--- config.mk ---
export PLATFORM = sky130hd
export DESIGN_NAME = decode_ctrl_stage
export DESIGN_NICKNAME = d
export VERILOG_FILES = /design/src/rtl/ctrl_pkg.sv /design/src/rtl/ctrl_decode.sv /design/src/rtl/decode_ctrl_stage.sv
export SDC_FILE = /design/constraint.sdc
export NUM_CORES = 1
export LEC_CHECK = 0
export ABC_AREA = 1
export CAP_MARGIN = 20
export CORE_ASPECT_RATIO = 0.7
export CORE_UTILIZATION = 35
export CTS_CLUSTER_SIZE = 24
export DETAILED_ROUTE_END_ITERATION = 8
export PLACE_DENSITY = 0.61
export SYNTH_ARGS = -nofsm -noshare
export SYNTH_HDL_FRONTEND = slang
export SYNTH_HIERARCHICAL = 1
export SYNTH_SLANG_ARGS = --single-unit
--- constraint.sdc ---
create_clock -name i_clk -period 2.7 [get_ports i_clk]
set_input_delay 0.405 -clock i_clk [delete_from_list [all_inputs] [get_ports i_clk]]
set_output_delay 0.405 -clock i_clk [all_outputs]
set_load 0.01 [all_outputs]
--- src/rtl/ctrl_pkg.sv ---
// Shared decode definitions for the RV32I decode/control stage: opcodes,
// control field encodings and the control bundle carried down the pipe.
package ctrl_pkg;

  localparam logic [6:0] OPC_LUI    = 7'b0110111;
  localparam logic [6:0] OPC_AUIPC  = 7'b0010111;
  localparam logic [6:0] OPC_JAL    = 7'b1101111;
  localparam logic [6:0] OPC_JALR   = 7'b1100111;
  localparam logic [6:0] OPC_BRANCH = 7'b1100011;
  localparam logic [6:0] OPC_LOAD   = 7'b0000011;
  localparam logic [6:0] OPC_STORE  = 7'b0100011;
  localparam logic [6:0] OPC_OPIMM  = 7'b0010011;
  localparam logic [6:0] OPC_OP     = 7'b0110011;

  typedef enum logic [4:0] {
    ALU_ADD = 5'd0, ALU_SUB, ALU_SLT, ALU_SLTU, ALU_XOR, ALU_OR, ALU_AND,
    ALU_SLL, ALU_SRL, ALU_SRA, ALU_PASSB,
    ALU_MUL, ALU_MULH, ALU_MULHSU, ALU_MULHU, ALU_DIV, ALU_DIVU, ALU_REM, ALU_REMU
  } alu_op_e;

  typedef enum logic [2:0] {
    IMM_NONE = 3'd0, IMM_I, IMM_S, IMM_B, IMM_J, IMM_U
  } imm_sel_e;

  typedef enum logic [2:0] {
    SL_SB = 3'd0, SL_SH, SL_SW, SL_LB, SL_LH, SL_LW, SL_LBU, SL_LHU
  } slt_sl_e;

  typedef enum logic [1:0] {
    WB_ALU = 2'd0, WB_LSU, WB_PC4
  } wb_sel_e;

  typedef struct packed {
    logic [31:0] instr;
    logic [31:0] pc;
    alu_op_e     alu_op;
    imm_sel_e    imm_sel;
    slt_sl_e     slt_sl;
    wb_sel_e     wb_sel;
    logic        rd_wren;
    logic        mem_wren;
    logic        op_a_sel;
    logic        op_b_sel;
    logic        br_unsigned;
    logic        enb_branch;
    logic        enb_jump;
    logic [2:0]  br_funct3;
    logic        insn_vld;
    logic        illegal;
  } ctrl_bundle_t;

  // Base integer ALU op for an OP/OP-IMM funct3; alt selects SUB/SRA.
  function automatic alu_op_e alu_from_funct3(input logic [2:0] funct3, input logic alt);
    alu_op_e op;
    case (funct3)
      3'd0:    op = alt ? ALU_SUB : ALU_ADD;
      3'd1:    op = ALU_SLL;
      3'd2:    op = ALU_SLT;
      3'd3:    op = ALU_SLTU;
      3'd4:    op = ALU_XOR;
      3'd5:    op = alt ? ALU_SRA : ALU_SRL;
      3'd6:    op = ALU_OR;
      default: op = ALU_AND;
    endcase
    return op;
  endfunction

endpackage

--- src/rtl/ctrl_decode.sv ---
// Pure combinational RV32I(+M) decoder: instruction word to control bundle
// and illegal flag. PC, insn_vld and illegal bundle fields are left to the caller.
module ctrl_decode
  import ctrl_pkg::*;
#(
  parameter bit M_EXT = 1'b0
) (
  input  logic [31:0]  i_instr,
  output ctrl_bundle_t o_bundle,
  output logic         o_illegal
);

  logic [6:0] opcode;
  logic [2:0] funct3;
  logic [6:0] funct7;

  assign opcode = i_instr[6:0];
  assign funct3 = i_instr[14:12];
  assign funct7 = i_instr[31:25];

  always_comb begin
    o_bundle       = '0;
    o_bundle.instr = i_instr;
    o_illegal      = 1'b0;
    case (opcode)
      OPC_LUI: begin
        o_bundle.alu_op   = ALU_PASSB;
        o_bundle.imm_sel  = IMM_U;
        o_bundle.op_b_sel = 1'b1;
        o_bundle.rd_wren  = 1'b1;
      end
      OPC_AUIPC: begin
        o_bundle.imm_sel  = IMM_U;
        o_bundle.op_a_sel = 1'b1;
        o_bundle.op_b_sel = 1'b1;
        o_bundle.rd_wren  = 1'b1;
      end
      OPC_JAL: begin
        o_bundle.imm_sel  = IMM_J;
        o_bundle.op_a_sel = 1'b1;
        o_bundle.op_b_sel = 1'b1;
        o_bundle.rd_wren  = 1'b1;
        o_bundle.wb_sel   = WB_PC4;
        o_bundle.enb_jump = 1'b1;
      end
      OPC_JALR: begin
        o_illegal         = (funct3 != 3'd0);
        o_bundle.imm_sel  = IMM_I;
        o_bundle.op_b_sel = 1'b1;
        o_bundle.rd_wren  = 1'b1;
        o_bundle.wb_sel   = WB_PC4;
        o_bundle.enb_jump = 1'b1;
      end
      OPC_BRANCH: begin
        // Target is computed as PC+imm here; the compare itself happens in EX.
        o_illegal            = (funct3 == 3'd2) || (funct3 == 3'd3);
        o_bundle.imm_sel     = IMM_B;
        o_bundle.op_a_sel    = 1'b1;
        o_bundle.op_b_sel    = 1'b1;
        o_bundle.enb_branch  = 1'b1;
        o_bundle.br_funct3   = funct3;
        o_bundle.br_unsigned = funct3[1];
      end
      OPC_LOAD: begin
        o_bundle.imm_sel  = IMM_I;
        o_bundle.op_b_sel = 1'b1;
        o_bundle.rd_wren  = 1'b1;
        o_bundle.wb_sel   = WB_LSU;
        case (funct3)
          3'd0:    o_bundle.slt_sl = SL_LB;
          3'd1:    o_bundle.slt_sl = SL_LH;
          3'd2:    o_bundle.slt_sl = SL_LW;
          3'd4:    o_bundle.slt_sl = SL_LBU;
          3'd5:    o_bundle.slt_sl = SL_LHU;
          default: o_illegal = 1'b1;
        endcase
      end
      OPC_STORE: begin
        o_bundle.imm_sel  = IMM_S;
        o_bundle.op_b_sel = 1'b1;
        o_bundle.mem_wren = 1'b1;
        if (funct3 > 3'd2) o_illegal = 1'b1;
        else               o_bundle.slt_sl = slt_sl_e'(funct3);
      end
      OPC_OPIMM: begin
        o_bundle.alu_op   = alu_from_funct3(funct3, (funct3 == 3'd5) && i_instr[30]);
        o_bundle.imm_sel  = IMM_I;
        o_bundle.op_b_sel = 1'b1;
        o_bundle.rd_wren  = 1'b1;
      end
      OPC_OP: begin
        o_bundle.rd_wren = 1'b1;
        if (funct7 == 7'h00)
          o_bundle.alu_op = alu_from_funct3(funct3, 1'b0);
        else if (funct7 == 7'h20 && (funct3 == 3'd0 || funct3 == 3'd5))
          o_bundle.alu_op = alu_from_funct3(funct3, 1'b1);
        else if (funct7 == 7'h01 && M_EXT)
          o_bundle.alu_op = alu_op_e'(5'd11 + {2'b00, funct3});
        else
          o_illegal = 1'b1;
      end
      default: o_illegal = 1'b1;
    endcase
    if (o_illegal) begin
      o_bundle.rd_wren    = 1'b0;
      o_bundle.mem_wren   = 1'b0;
      o_bundle.enb_branch = 1'b0;
      o_bundle.enb_jump   = 1'b0;
    end
  end

endmodule

--- src/rtl/decode_ctrl_stage.sv ---
// Pipelined decode/control stage: decodes the IF/ID instruction and registers
// the control bundle into ID/EX behind a main register plus one skid register.
module decode_ctrl_stage
  import ctrl_pkg::*;
#(
  parameter bit M_EXT = 1'b0,
  parameter int CNT_W = 8
) (
  input  logic             i_clk,
  input  logic             i_rst_n,
  input  logic             i_vld,
  output logic             o_rdy,
  input  logic [31:0]      i_instr,
  input  logic [31:0]      i_pc,
  input  logic             i_flush,
  output logic             o_vld,
  input  logic             i_rdy,
  output logic [31:0]      o_instr,
  output logic [31:0]      o_pc,
  output logic [4:0]       o_alu_op,
  output logic [2:0]       o_imm_sel,
  output logic [2:0]       o_slt_sl,
  output logic [1:0]       o_wb_sel,
  output logic             o_rd_wren,
  output logic             o_mem_wren,
  output logic             o_op_a_sel,
  output logic             o_op_b_sel,
  output logic             o_br_unsigned,
  output logic             o_enb_branch,
  output logic             o_enb_jump,
  output logic [2:0]       o_br_funct3,
  output logic             o_insn_vld,
  output logic             o_illegal,
  output logic [CNT_W-1:0] o_illegal_cnt
);

  ctrl_bundle_t dec_bundle, acc_bundle;
  ctrl_bundle_t main_q, main_d, skid_q, skid_d;
  logic         dec_illegal;
  logic         main_vld_q, main_vld_d, skid_vld_q, skid_vld_d;
  logic [CNT_W-1:0] cnt_q, cnt_d;
  logic         accept, main_free;

  ctrl_decode #(.M_EXT(M_EXT)) u_decode (
    .i_instr  (i_instr),
    .o_bundle (dec_bundle),
    .o_illegal(dec_illegal)
  );

  always_comb begin
    acc_bundle          = dec_bundle;
    acc_bundle.pc       = i_pc;
    acc_bundle.illegal  = dec_illegal;
    acc_bundle.insn_vld = ~dec_illegal;
  end

  // Ready only depends on skid occupancy, so an accept never meets a full skid.
  assign accept    = i_vld & ~skid_vld_q;
  assign main_free = ~main_vld_q | i_rdy;

  always_comb begin
    main_d     = main_q;
    skid_d     = skid_q;
    main_vld_d = main_vld_q;
    skid_vld_d = skid_vld_q;
    cnt_d      = cnt_q;
    if (main_vld_q && i_rdy && main_q.illegal && !(&cnt_q))
      cnt_d = cnt_q + 1'b1;
    if (i_flush) begin
      main_vld_d = 1'b0;
      skid_vld_d = 1'b0;
    end else if (main_free) begin
      if (skid_vld_q) begin
        main_d     = skid_q;
        main_vld_d = 1'b1;
        skid_vld_d = 1'b0;
      end else if (accept) begin
        main_d     = acc_bundle;
        main_vld_d = 1'b1;
      end else begin
        main_vld_d = 1'b0;
      end
    end else if (accept) begin
      skid_d     = acc_bundle;
      skid_vld_d = 1'b1;
    end
  end

  always_ff @(posedge i_clk) begin
    if (!i_rst_n) begin
      main_q     <= '0;
      skid_q     <= '0;
      main_vld_q <= 1'b0;
      skid_vld_q <= 1'b0;
      cnt_q      <= '0;
    end else begin
      main_q     <= main_d;
      skid_q     <= skid_d;
      main_vld_q <= main_vld_d;
      skid_vld_q <= skid_vld_d;
      cnt_q      <= cnt_d;
    end
  end

  assign o_rdy         = ~skid_vld_q;
  assign o_vld         = main_vld_q;
  assign o_instr       = main_q.instr;
  assign o_pc          = main_q.pc;
  assign o_alu_op      = main_q.alu_op;
  assign o_imm_sel     = main_q.imm_sel;
  assign o_slt_sl      = main_q.slt_sl;
  assign o_wb_sel      = main_q.wb_sel;
  assign o_rd_wren     = main_q.rd_wren;
  assign o_mem_wren    = main_q.mem_wren;
  assign o_op_a_sel    = main_q.op_a_sel;
  assign o_op_b_sel    = main_q.op_b_sel;
  assign o_br_unsigned = main_q.br_unsigned;
  assign o_enb_branch  = main_q.enb_branch;
  assign o_enb_jump    = main_q.enb_jump;
  assign o_br_funct3   = main_q.br_funct3;
  assign o_insn_vld    = main_q.insn_vld;
  assign o_illegal     = main_q.illegal;
  assign o_illegal_cnt = cnt_q;

endmodule

==> impl_metrics.tcl <==
set metrics [dict create \
    num_vias 8670 \
    place_inst 1698 \
    syn_inst 1318 \
    max_freq_mhz 471.3 \
    grt_pass1_vias 7901 \
    area_growth_pct 23.89 \
    clock_latency_ps 440 \
    dp_hpwl_mm 16.71 \
    postCtsHoldBufs 0 \
    rows 48 \
    critPathKind "flip-flop to primary output" \
    io_pins 168 \
    clock-root-buffer "clkbuf_16" \
    wl_per_cell_um 15.65 \
    cts_tree "built" \
    routabilityCongestion 0.8455 \
    setup_viol 0 \
    die_y_um 135.4 \
    r2r_slack_ps 940 \
    p_comb_share_pct 11.4 \
    period_minus_slack_ps 2122 \
    final_nets 1462 \
    p_sw_share_pct 26.35 \
    grt_first_pass_wirelength_mm 43.01 \
    h-tree-depth 4 \
    reg2reg_to "o_instr[12]$_SDFFE_PN0P_" \
    post_cts_buffers 0 \
    ys_warn_count 6 \
    numCtsBuffers 17 \
    syn_area_sq_mm 0.008904 \
    clock_path_buffers 2 \
    finalWorstSetupSlack_ps 578.1 \
    fillers 2576 \
    rr_worst_depth 6 \
    antennaDiodeCount 0 \
    path_max_fanout 24 \
    worstPathArrival_ps 1720 \
    viasPerCell 5.012 \
    multiInputGateArea_sq_mm 0.004247 \
    path_clk_slew_ps 70 \
    violations "design-rule violations" \
    power_density_mw_per_mm2 542.9 \
    worstHoldStart "i_rst_n" \
    syn_nets 1388 \
    peakVddDrop_mv 0.4173 \
    holdWs_ps 396.0 \
    tightest_slew_ps 554.1 \
    antenna_found_initial 0 \
    clock-sinks 188 \
    io_buffers 167 \
    post-route-util_pct 44.47 \
    dr.pass1.iters 9 \
    fp.dieArea_sq_mm 0.02609 \
    crit_path_start_kind "flip-flop" \
    coreArea_sq_mm 0.02480 \
    dp_slack_ps 330.8 \
    whs_endpoint "skid_q[45]$_SDFFE_PN0P_" \
    grt.total_usage_pct 20.99 \
    p_int_mw 4.410 \
    p_sw_mw 1.578 \
    slew_viol_final 0 \
    drt_first_iter_violations 524 \
    cts_resized 0 \
    syn_area_per_cell_sq_um 6.755 \
    hold_viol 0 \
    p_seq_share_pct 48.1 \
    power_leakage_nw 4.296 \
    power_frac_clock_pct 40.5 \
    status "finished, violations left" \
    final_layout_size_suffix_gt1_share_pct 5.267 \
    drc 14 \
    min-delay-path-class "primary input to flip-flop" \
    rsz0062_at_grt "false" \
    drv_cap 0 \
    fin_cells 1730 \
    ant_nets 0 \
    grt_overflow 0 \
    critPathRequiredTime_ps 2300 \
    slew_headroom_pct 63.06 \
    fin_crit_sh_pct 78.59 \
    clock_skew_ps 12.40 \
    end_kind "primary output" \
    hold_depth 3 \
    timing.rr.start "skid_vld_q$_SDFFE_PP0P_" \
    setup_tns_ps 0 \
    die_x_um 192.6 \
    initial_core_util_pct 35.90 \
    grt_max_degree 90 \
    seq_area_sq_mm 0.003767 \
    wirelength_mm 27.08 \
]
==> cells in the final DEF, fill, tap and decap left out <==
master           count
conb_1               1
nor2_2               5
dfxtp_1            187
nand3_4              1
o211ai_1             2
nor3_1               5
inv_4                1
clkbuf_16           18
nor2_1             218
inv_6                2
nor2_4               1
ha_1                 1
clkinv_4             4
o21ai_1             12
clkbuf_1             2
nand3_1             26
a21oi_1            101
o22ai_1              1
or2_1                2
nand2_4              3
nand4_1             88
inv_1               30
clkinvlp_4           3
o21a_1               1
inv_2                2
dfxtp_4              1
o31ai_1              1
nand2_1            400
o21ai_0             85
buf_12               8
clkbuf_8             1
nand2_2              3
clkdlybuf4s50_1    166
buf_4               12
clkinv_2             5
nand3_2              4
a31oi_1              2
==> sequential cells by signal, summed over array words and instances, names as in the netlist, 2 cells and up <==
signal	flops
skid_q	89
o_alu_op	5
o_instr	32
o_pc	32
o_imm_sel	3
o_slt_sl	3
o_br_funct3	3
o_wb_sel	2
o_illegal_cnt	8
==> layout make-up <==
cell class	count	area share [%]
tap	325	3.686
multi-input combinational	963	38.50
clock buffer	21	4.276
clock inverter	11	0.7713
timing repair buffer	186	17.33
sequential	188	34.15
inverter	36	1.282
==> routing by layer <==
layer	track usage, %	vias to the layer above	share of wire (%)
li1	-	4408	-
met1	30.75	4030	50
met2	30.94	218	42
met3	5.051	14	6.5
met4	4.243	0	0.68
met5	0	-	0
==> worst max-delay path by stage <==
stage,from,to,slack [ps],cells past startpoint
after CTS,skid_vld_q$_SDFFE_PP0P_,o_rdy,540,2
after detailed placement,i_instr[0],o_rd_wren$_SDFFE_PN0P_,330,11
after global placement,i_instr[0],o_rd_wren$_SDFFE_PN0P_,330,11
after global routing,skid_vld_q$_SDFFE_PP0P_,o_rdy,490,2
after floorplan,i_instr[12],o_insn_vld$_SDFFE_PN0P_,1120,12
final,skid_vld_q$_SDFFE_PP0P_,o_rdy,580,2
==> power groups by stage <==
stage               registers, mW  logic [mW]  clock network [mW]
floorplan                    2.96       0.367                   0
detailed placement           2.95       0.681                   0
CTS                          2.88       0.684                2.50
finish                       2.88       0.682                2.42
global placement             2.95       0.678                   0
global route                 2.89       0.751                2.61
==> through the flow <==
stage,instance area (sq um),power (mW)
after floorplan,8904,3.331
final,11030,5.988
after global placement,10470,3.623
after CTS,11030,6.061
after detailed placement,10470,3.627
after global routing,11030,6.253
==> worst max-delay path, stage by stage, from the launching register on <==
cell and delay (ps):
dfxtp_4 420, inv_4 260, clkdlybuf4s50_1 600
No activity file was read; power rests on OpenSTA's default activity.
